### config.mk
export PLATFORM = sky130hd
export DESIGN_NAME = conv_mac_pipe
export DESIGN_NICKNAME = d
export VERILOG_FILES = /design/src/rtl/conv_mac_pipe.sv
export SDC_FILE = /design/constraint.sdc
export NUM_CORES = 2
export LEC_CHECK = 0
export CORE_MARGIN = 2
export CORE_UTILIZATION = 40
export DETAILED_ROUTE_END_ITERATION = 10
export DONT_BUFFER_PORTS = 1
export GPL_TIMING_DRIVEN = 0
export PLACE_DENSITY = 0.53
export SYNTH_ARGS = -nofsm -noshare
export SYNTH_HDL_FRONTEND = slang
export SYNTH_SLANG_ARGS = --single-unit
### constraint.sdc
create_clock -name clk -period 15.05 [get_ports clk]
set_clock_uncertainty 0.1 [all_clocks]
set_input_delay 2.2575 -clock clk [delete_from_list [all_inputs] [get_ports clk]]
set_output_delay 2.2575 -clock clk [all_outputs]
set_load 0.03 [all_outputs]
### src/rtl/conv_mac_pipe.sv
// Pipelined signed dot-product engine: TAPS products, registered adder tree, framed accumulator.
// Define MAC_PIPE_SAT_EN to clamp results into OUT_W with out_ovf; otherwise results wrap.
module conv_mac_pipe #(
  parameter int unsigned DATA_W = 8,
  parameter int unsigned COEF_W = 8,
  parameter int unsigned TAPS   = 9,
  parameter int unsigned ACC_W  = 40,
  parameter int unsigned OUT_W  = 32
) (
  input  logic                      clk,
  input  logic                      rst,
  input  logic                      in_valid,
  output logic                      in_ready,
  input  logic                      in_first,
  input  logic                      in_last,
  input  logic [TAPS*DATA_W-1:0]    in_data,
  input  logic [TAPS*COEF_W-1:0]    in_coef,
  output logic                      out_valid,
  input  logic                      out_ready,
  output logic [OUT_W-1:0]          out_data,
  output logic                      out_ovf
);

  localparam int unsigned P  = DATA_W + COEF_W;
  localparam int unsigned L  = (TAPS > 1) ? $clog2(TAPS) : 0;
  localparam int unsigned SW = P + L;

  function automatic int unsigned node_cnt(int unsigned lv);
    return (TAPS + (32'(1) << lv) - 1) >> lv;
  endfunction

  logic w_stall;
  assign w_stall  = out_valid && !out_ready;
  assign in_ready = !w_stall;

  // Level 0 holds the products; each further level adds pairs and grows one bit.
  for (genvar lv = 0; lv <= L; lv++) begin : g_lvl
    localparam int unsigned NW = P + lv;
    localparam int unsigned NN = node_cnt(lv);
    for (genvar n = 0; n < NN; n++) begin : g_node
      logic signed [NW-1:0] r_node;
      if (lv == 0) begin : g_mul
        logic signed [P-1:0] w_prod;
        assign w_prod = P'($signed(in_data[n*DATA_W +: DATA_W]))
                      * P'($signed(in_coef[n*COEF_W +: COEF_W]));
        always_ff @(posedge clk or posedge rst) begin
          if (rst)           r_node <= '0;
          else if (!w_stall) r_node <= w_prod;
        end
      end else if (2*n+1 < node_cnt(lv-1)) begin : g_add
        always_ff @(posedge clk or posedge rst) begin
          if (rst)           r_node <= '0;
          else if (!w_stall) r_node <= NW'(g_lvl[lv-1].g_node[2*n].r_node)
                                     + NW'(g_lvl[lv-1].g_node[2*n+1].r_node);
        end
      end else begin : g_pass
        always_ff @(posedge clk or posedge rst) begin
          if (rst)           r_node <= '0;
          else if (!w_stall) r_node <= NW'(g_lvl[lv-1].g_node[2*n].r_node);
        end
      end
    end
  end

  logic signed [SW-1:0] w_sum;
  assign w_sum = g_lvl[L].g_node[0].r_node;

  // Valid and framing flags ride alongside the product/tree levels.
  logic [L:0] r_vld, r_fst, r_lst;
  always_ff @(posedge clk or posedge rst) begin
    if (rst) begin
      r_vld <= '0;
      r_fst <= '0;
      r_lst <= '0;
    end else if (!w_stall) begin
      r_vld[0] <= in_valid;
      r_fst[0] <= in_first;
      r_lst[0] <= in_last;
      for (int i = 1; i <= int'(L); i++) begin
        r_vld[i] <= r_vld[i-1];
        r_fst[i] <= r_fst[i-1];
        r_lst[i] <= r_lst[i-1];
      end
    end
  end

  // Accumulator; a beat following a last always restarts the sum.
  logic signed [ACC_W-1:0] r_acc;
  logic                    r_acc_rdy;
  logic                    r_restart;
  always_ff @(posedge clk or posedge rst) begin
    if (rst) begin
      r_acc     <= '0;
      r_acc_rdy <= 1'b0;
      r_restart <= 1'b0;
    end else if (!w_stall) begin
      r_acc_rdy <= r_vld[L] && r_lst[L];
      if (r_vld[L]) begin
        r_acc     <= (r_fst[L] || r_restart) ? ACC_W'(w_sum) : r_acc + ACC_W'(w_sum);
        r_restart <= r_lst[L];
      end
    end
  end

  logic [OUT_W-1:0] w_out_c;
  logic             w_ovf_c;
`ifdef MAC_PIPE_SAT_EN
  localparam logic signed [ACC_W-1:0] SAT_MAX = {{(ACC_W-OUT_W+1){1'b0}}, {(OUT_W-1){1'b1}}};
  localparam logic signed [ACC_W-1:0] SAT_MIN = {{(ACC_W-OUT_W+1){1'b1}}, {(OUT_W-1){1'b0}}};
  always_comb begin
    w_out_c = r_acc[OUT_W-1:0];
    w_ovf_c = 1'b0;
    if (r_acc > SAT_MAX) begin
      w_out_c = {1'b0, {(OUT_W-1){1'b1}}};
      w_ovf_c = 1'b1;
    end else if (r_acc < SAT_MIN) begin
      w_out_c = {1'b1, {(OUT_W-1){1'b0}}};
      w_ovf_c = 1'b1;
    end
  end
`else
  assign w_out_c = r_acc[OUT_W-1:0];
  assign w_ovf_c = 1'b0;
`endif

  // Output register; a pending result pops and a new one loads on the same edge.
  always_ff @(posedge clk or posedge rst) begin
    if (rst) begin
      out_valid <= 1'b0;
      out_data  <= '0;
      out_ovf   <= 1'b0;
    end else if (!w_stall) begin
      out_valid <= r_acc_rdy;
      if (r_acc_rdy) begin
        out_data <= w_out_c;
        out_ovf  <= w_ovf_c;
      end
    end
  end

endmodule

==> summary.md <==
| Metric | Value |
|---|---|
| Status | `finished, final reports clean` |
| Leak | `23.43 nW` |
| Post-Place Worst Slack | `7.752 ns` |
| DR top layer | `met5` |
| Row count | `121` |
| Cell area after synthesis | `44140 sq um` |
| Most area-hungry cell type in the Yosys netlist | `sky130_fd_sc_hd__dfrtp_1` |
| Total half-perimeter wirelength after legalization and detailed placement | `91080 um` |
| Vias | `32080` |
| Crit-path slowest cell | `sky130_fd_sc_hd__clkbuf_1` |
| Maximum ir drop on the vdd rail | `0.0001296 V` |
| Post-CTS Setup Inserts | `0` |
| Fraction of layout cells with a size suffix above 1 | `2.918%` |
| Sum of routed wire segments on met1 | `50540 um` |
| Overall Global Routing Usage | `20.69%` |
| Maxcap violations | `0` |
| Slew margin rel. | `19.42%` |
| Simple logic cell fraction of the synthesized area | `17.00%` |
| Critical Path Sink Type | `primary output` |
| Total power | `0.01052 W` |
| Number of remaining DRC errors | `0` |
| Fmax | `0.1485 GHz` |
| Count of placed standard cells in the final layout, fillers left out | `6480` |
| Number of buffers added to fix hold violations after cts | `0` |
| Via count of the first global-routing pass | `33610` |
| Compound-cell area share of the yosys netlist | `10.57%` |
| Power density over cell area | `220.8 nW/um^2` |
| Full die area | `113000 sq um` |
| H-Tree Depth | `2` |
| Largest fanout of any net on the critical path | `10` |
| First-pass iteration count of the detailed router | `5` |
| Setup crit start kind | `input port` |
| Worst Path Arrival | `4.38 ns` |
| Overflow left after global routing | `0` |
| Crit path required time | `12.69 ns` |
| Fraction of the yosys area taken by sequential cells | `23.64%` |
| Floorplan Core Area | `109200 sq um` |
| RSZ-0062 raised after global routing | `no` |
| Post-cts resize count | `0` |
| Root buf cell | `sky130_fd_sc_hd__clkbuf_16` |
| Most common cell on crit path | `sky130_fd_sc_hd__clkbuf_1` |
| Wire length of the first global-routing pass | `184900 um` |
| Fillers | `10880` |
| Fin area | `47650 sq um` |
| Via count normalized by instance count | `4.951` |
| Post-Synth Adder-Cell Area | `34.96%` |
| Aggregate negative setup slack | `0 ns` |
| Global placement routability congestion | `0.8720` |
| Maximum number of pins on one net before global-route repair | `119` |
| YS warnings | `0` |
| Initial cell density of the core | `40.44%` |
| Critical path class | `input port to primary output` |
| Dominant combinational cell family by area after synthesis | `adder cells` |
| Max-slew violation count | `0` |
| Async set-or-reset flop fraction in the synthesized netlist | `100.0%` |
| Detailed Route WL | `112500 um` |
| TritonCTS clock tree | `yes` |
| Synthesized instance count | `4914` |
| Height of the die | `336.2 um` |
| Worst min-delay path class | `flop to flop` |
| Cells along the critical path | `nor2b_1, clkbuf_1, inv_2, clkbuf_1, clkbuf_1` |
| PnR worst setup slack | `8.315 ns` |
| First-iteration detailed-routing DRC count | `1413` |
| Fraction of synthesized area in multiplexers | `1.111%` |
| Number of cells after detailed placement | `6393` |
| Routed Antenna Nets | `0` |
| Clock input transition at the sequential cells of the worst setup and hold paths | `0.06 ns` |
| Final hold viol count | `0` |
| Syn Nets | `5995` |
| Average routed wire per standard cell | `17.36 um` |
| Setup Viol. Count Final | `0` |
| Syn avg cell area | `8.983 sq um` |
| Count of cell types in the netlist | `71` |
| Fraction of synthesized cell area in xor and xnor cells | `4.683%` |
| Sink Count | `417` |
| Maximum clock insertion buffer count | `3` |
| WL met3 | `3637 um` |
| Count of flip-flops with a built-in enable after synthesis | `0` |
| Met2 wire len | `55490 um` |
| Buf+Inv Stages, Crit Path | `4` |
| Total of flip-flops plus latches after synthesis | `417` |
| Overall die width | `336.2 um` |
| Delay-heaviest family, CP | `buffers and inverters` |
| Final period util | `44.75%` |
| # port buffers | `0` |
| Cells taking the most area after synthesis | `sky130_fd_sc_hd__dfrtp_1, sky130_fd_sc_hd__fa_1, sky130_fd_sc_hd__ha_1, sky130_fd_sc_hd__inv_1, sky130_fd_sc_hd__and2_1` |
| Portion of synthesized cell area occupied by the leading cell type | `23.64%` |
| Clock insertion delay at the later pin of the skew report | `0.62 ns` |
| I/O pin total | `185` |
| Total cell area at the placement stage | `46080 sq um` |
| Most used flip-flop cell after synthesis | `sky130_fd_sc_hd__dfrtp_1` |
| Slew @ Worst Pin | `1.209 ns` |
| Fin crit period | `6.735 ns` |
| P&R area growth vs syn | `7.940%` |
| Antenna violations before repair | `4` |
| Nets | `6047` |
| CTS buffer count | `47` |
| Delay of the slowest cell on the worst path | `0.82 ns` |
synthesized netlist by cell type (101+ instances only):
cell,instances
sky130_fd_sc_hd__fa_1,504
sky130_fd_sc_hd__and2_1,386
sky130_fd_sc_hd__nand2_1,634
sky130_fd_sc_hd__xor2_1,101
sky130_fd_sc_hd__nor2_1,267
sky130_fd_sc_hd__ha_1,427
sky130_fd_sc_hd__dfrtp_1,417
sky130_fd_sc_hd__a21oi_1,312
sky130_fd_sc_hd__o21ai_0,168
sky130_fd_sc_hd__xnor2_1,135
sky130_fd_sc_hd__inv_1,846
path summary, 6_finish.rpt:
path / start / to / slack, ns / depth (start not counted)
hold / removal: r_lst[2] / r_lst[3] / 0.36 / 2
max in group asynchronous: rst / g_lvl[1].g_node[3].r_node[11] / 11.73 / 3
hold reg to reg: r_lst[2] / r_lst[3] / 0.36 / 2
setup / recovery: out_ready / in_ready / 8.32 / 5
setup reg to reg: g_lvl[4].g_node[0].r_node[0] / r_acc[28] / 11.23 / 13
min in group asynchronous: rst / r_acc[0] / 1.52 / 1
power by group:
group / internal [W] / switching (W) / leakage, nW
sequential: 0.00176 / 0.000555 / 4.95
combinational: 0.00302 / 0.00401 / 17.7
clock: 0.000680 / 0.000498 / 0.772
layout by cell type, fill, tap and decap left out, types with 135 or more instances in the layout:
cell type | Yosys | routed
sky130_fd_sc_hd__nand2_1 | 634 | 634
sky130_fd_sc_hd__and2_1 | 386 | 386
sky130_fd_sc_hd__xnor2_1 | 135 | 135
sky130_fd_sc_hd__ha_1 | 427 | 427
sky130_fd_sc_hd__fa_1 | 504 | 504
sky130_fd_sc_hd__dfrtp_1 | 417 | 417
sky130_fd_sc_hd__inv_1 | 846 | 845
sky130_fd_sc_hd__nor2_1 | 267 | 267
sky130_fd_sc_hd__o21ai_0 | 168 | 168
sky130_fd_sc_hd__a21oi_1 | 312 | 312
layer usage:
layer	vias to the layer above	GRT usage [%]
met5	-	0
met4	4	5.085
met3	120	2.122
met1	15860	27.24
li1	15680	-
met2	420	36.38
cell type report:
| class | count | area [sq um] | area share (%) |
|---|---|---|---|
| well taps | 1476 | 1847 | 3.876 |
| flip-flops and latches | 417 | 10440 | 21.90 |
| repair buffers | 3 | 82.58 | 0.1733 |
| diodes | 1 | 2.502 | 0.005252 |
| multi-input cells | 3554 | 30160 | 63.31 |
| inverters | 847 | 3187 | 6.689 |
| clock inverters | 17 | 162.7 | 0.3414 |
| clock buffers | 69 | 1400 | 2.939 |
| plain buffers | 96 | 366.6 | 0.7694 |
logic make-up (layout without fill, tap and decap cells):
logic type / after synthesis / count (layout)
fa+ha+maj: 931 / 931
mux: 44 / 44
buf+inv: 943 / 1032
flops: 417 / 417
simple gates: 1571 / 1571
other cells: 1 / 2
xor+xnor: 236 / 236
compound gates: 771 / 771
worst reg2reg max path, cell delays in order (launching register included):
cell and delay, ns:
sky130_fd_sc_hd__dfrtp_1 0.47, sky130_fd_sc_hd__ha_1 0.25, sky130_fd_sc_hd__inv_1 0.07, sky130_fd_sc_hd__fa_1 0.38, sky130_fd_sc_hd__nor2b_1 0.20, sky130_fd_sc_hd__nor3_1 0.11
sky130_fd_sc_hd__o211ai_1 0.35, sky130_fd_sc_hd__a21oi_2 0.16, sky130_fd_sc_hd__o211a_1 0.29, sky130_fd_sc_hd__o31ai_1 0.42, sky130_fd_sc_hd__a311o_1 0.33, sky130_fd_sc_hd__a31oi_1 0.13
sky130_fd_sc_hd__xnor2_1 0.14, sky130_fd_sc_hd__a221o_1 0.31
metrics by stage:
step           hold slack (ns)  utilization, %
2_1_floorplan           0.3386               -
6_report                0.3628           43.65
4_1_cts                 0.3693           43.65
3_3_place_gp            0.3502           42.13
3_5_place_dp            0.3553           42.22
5_1_grt                 0.3853           43.65
registers in the layout, indices dropped and copies added (netlist names):
name,flops
g_lvl.g_node.r_node,335
out_data,32
out_valid,1
r_acc,32
r_acc_rdy,1
r_fst,5
r_lst,5
r_restart,1
r_vld,5
No activity file was read; power rests on OpenSTA's default activity.
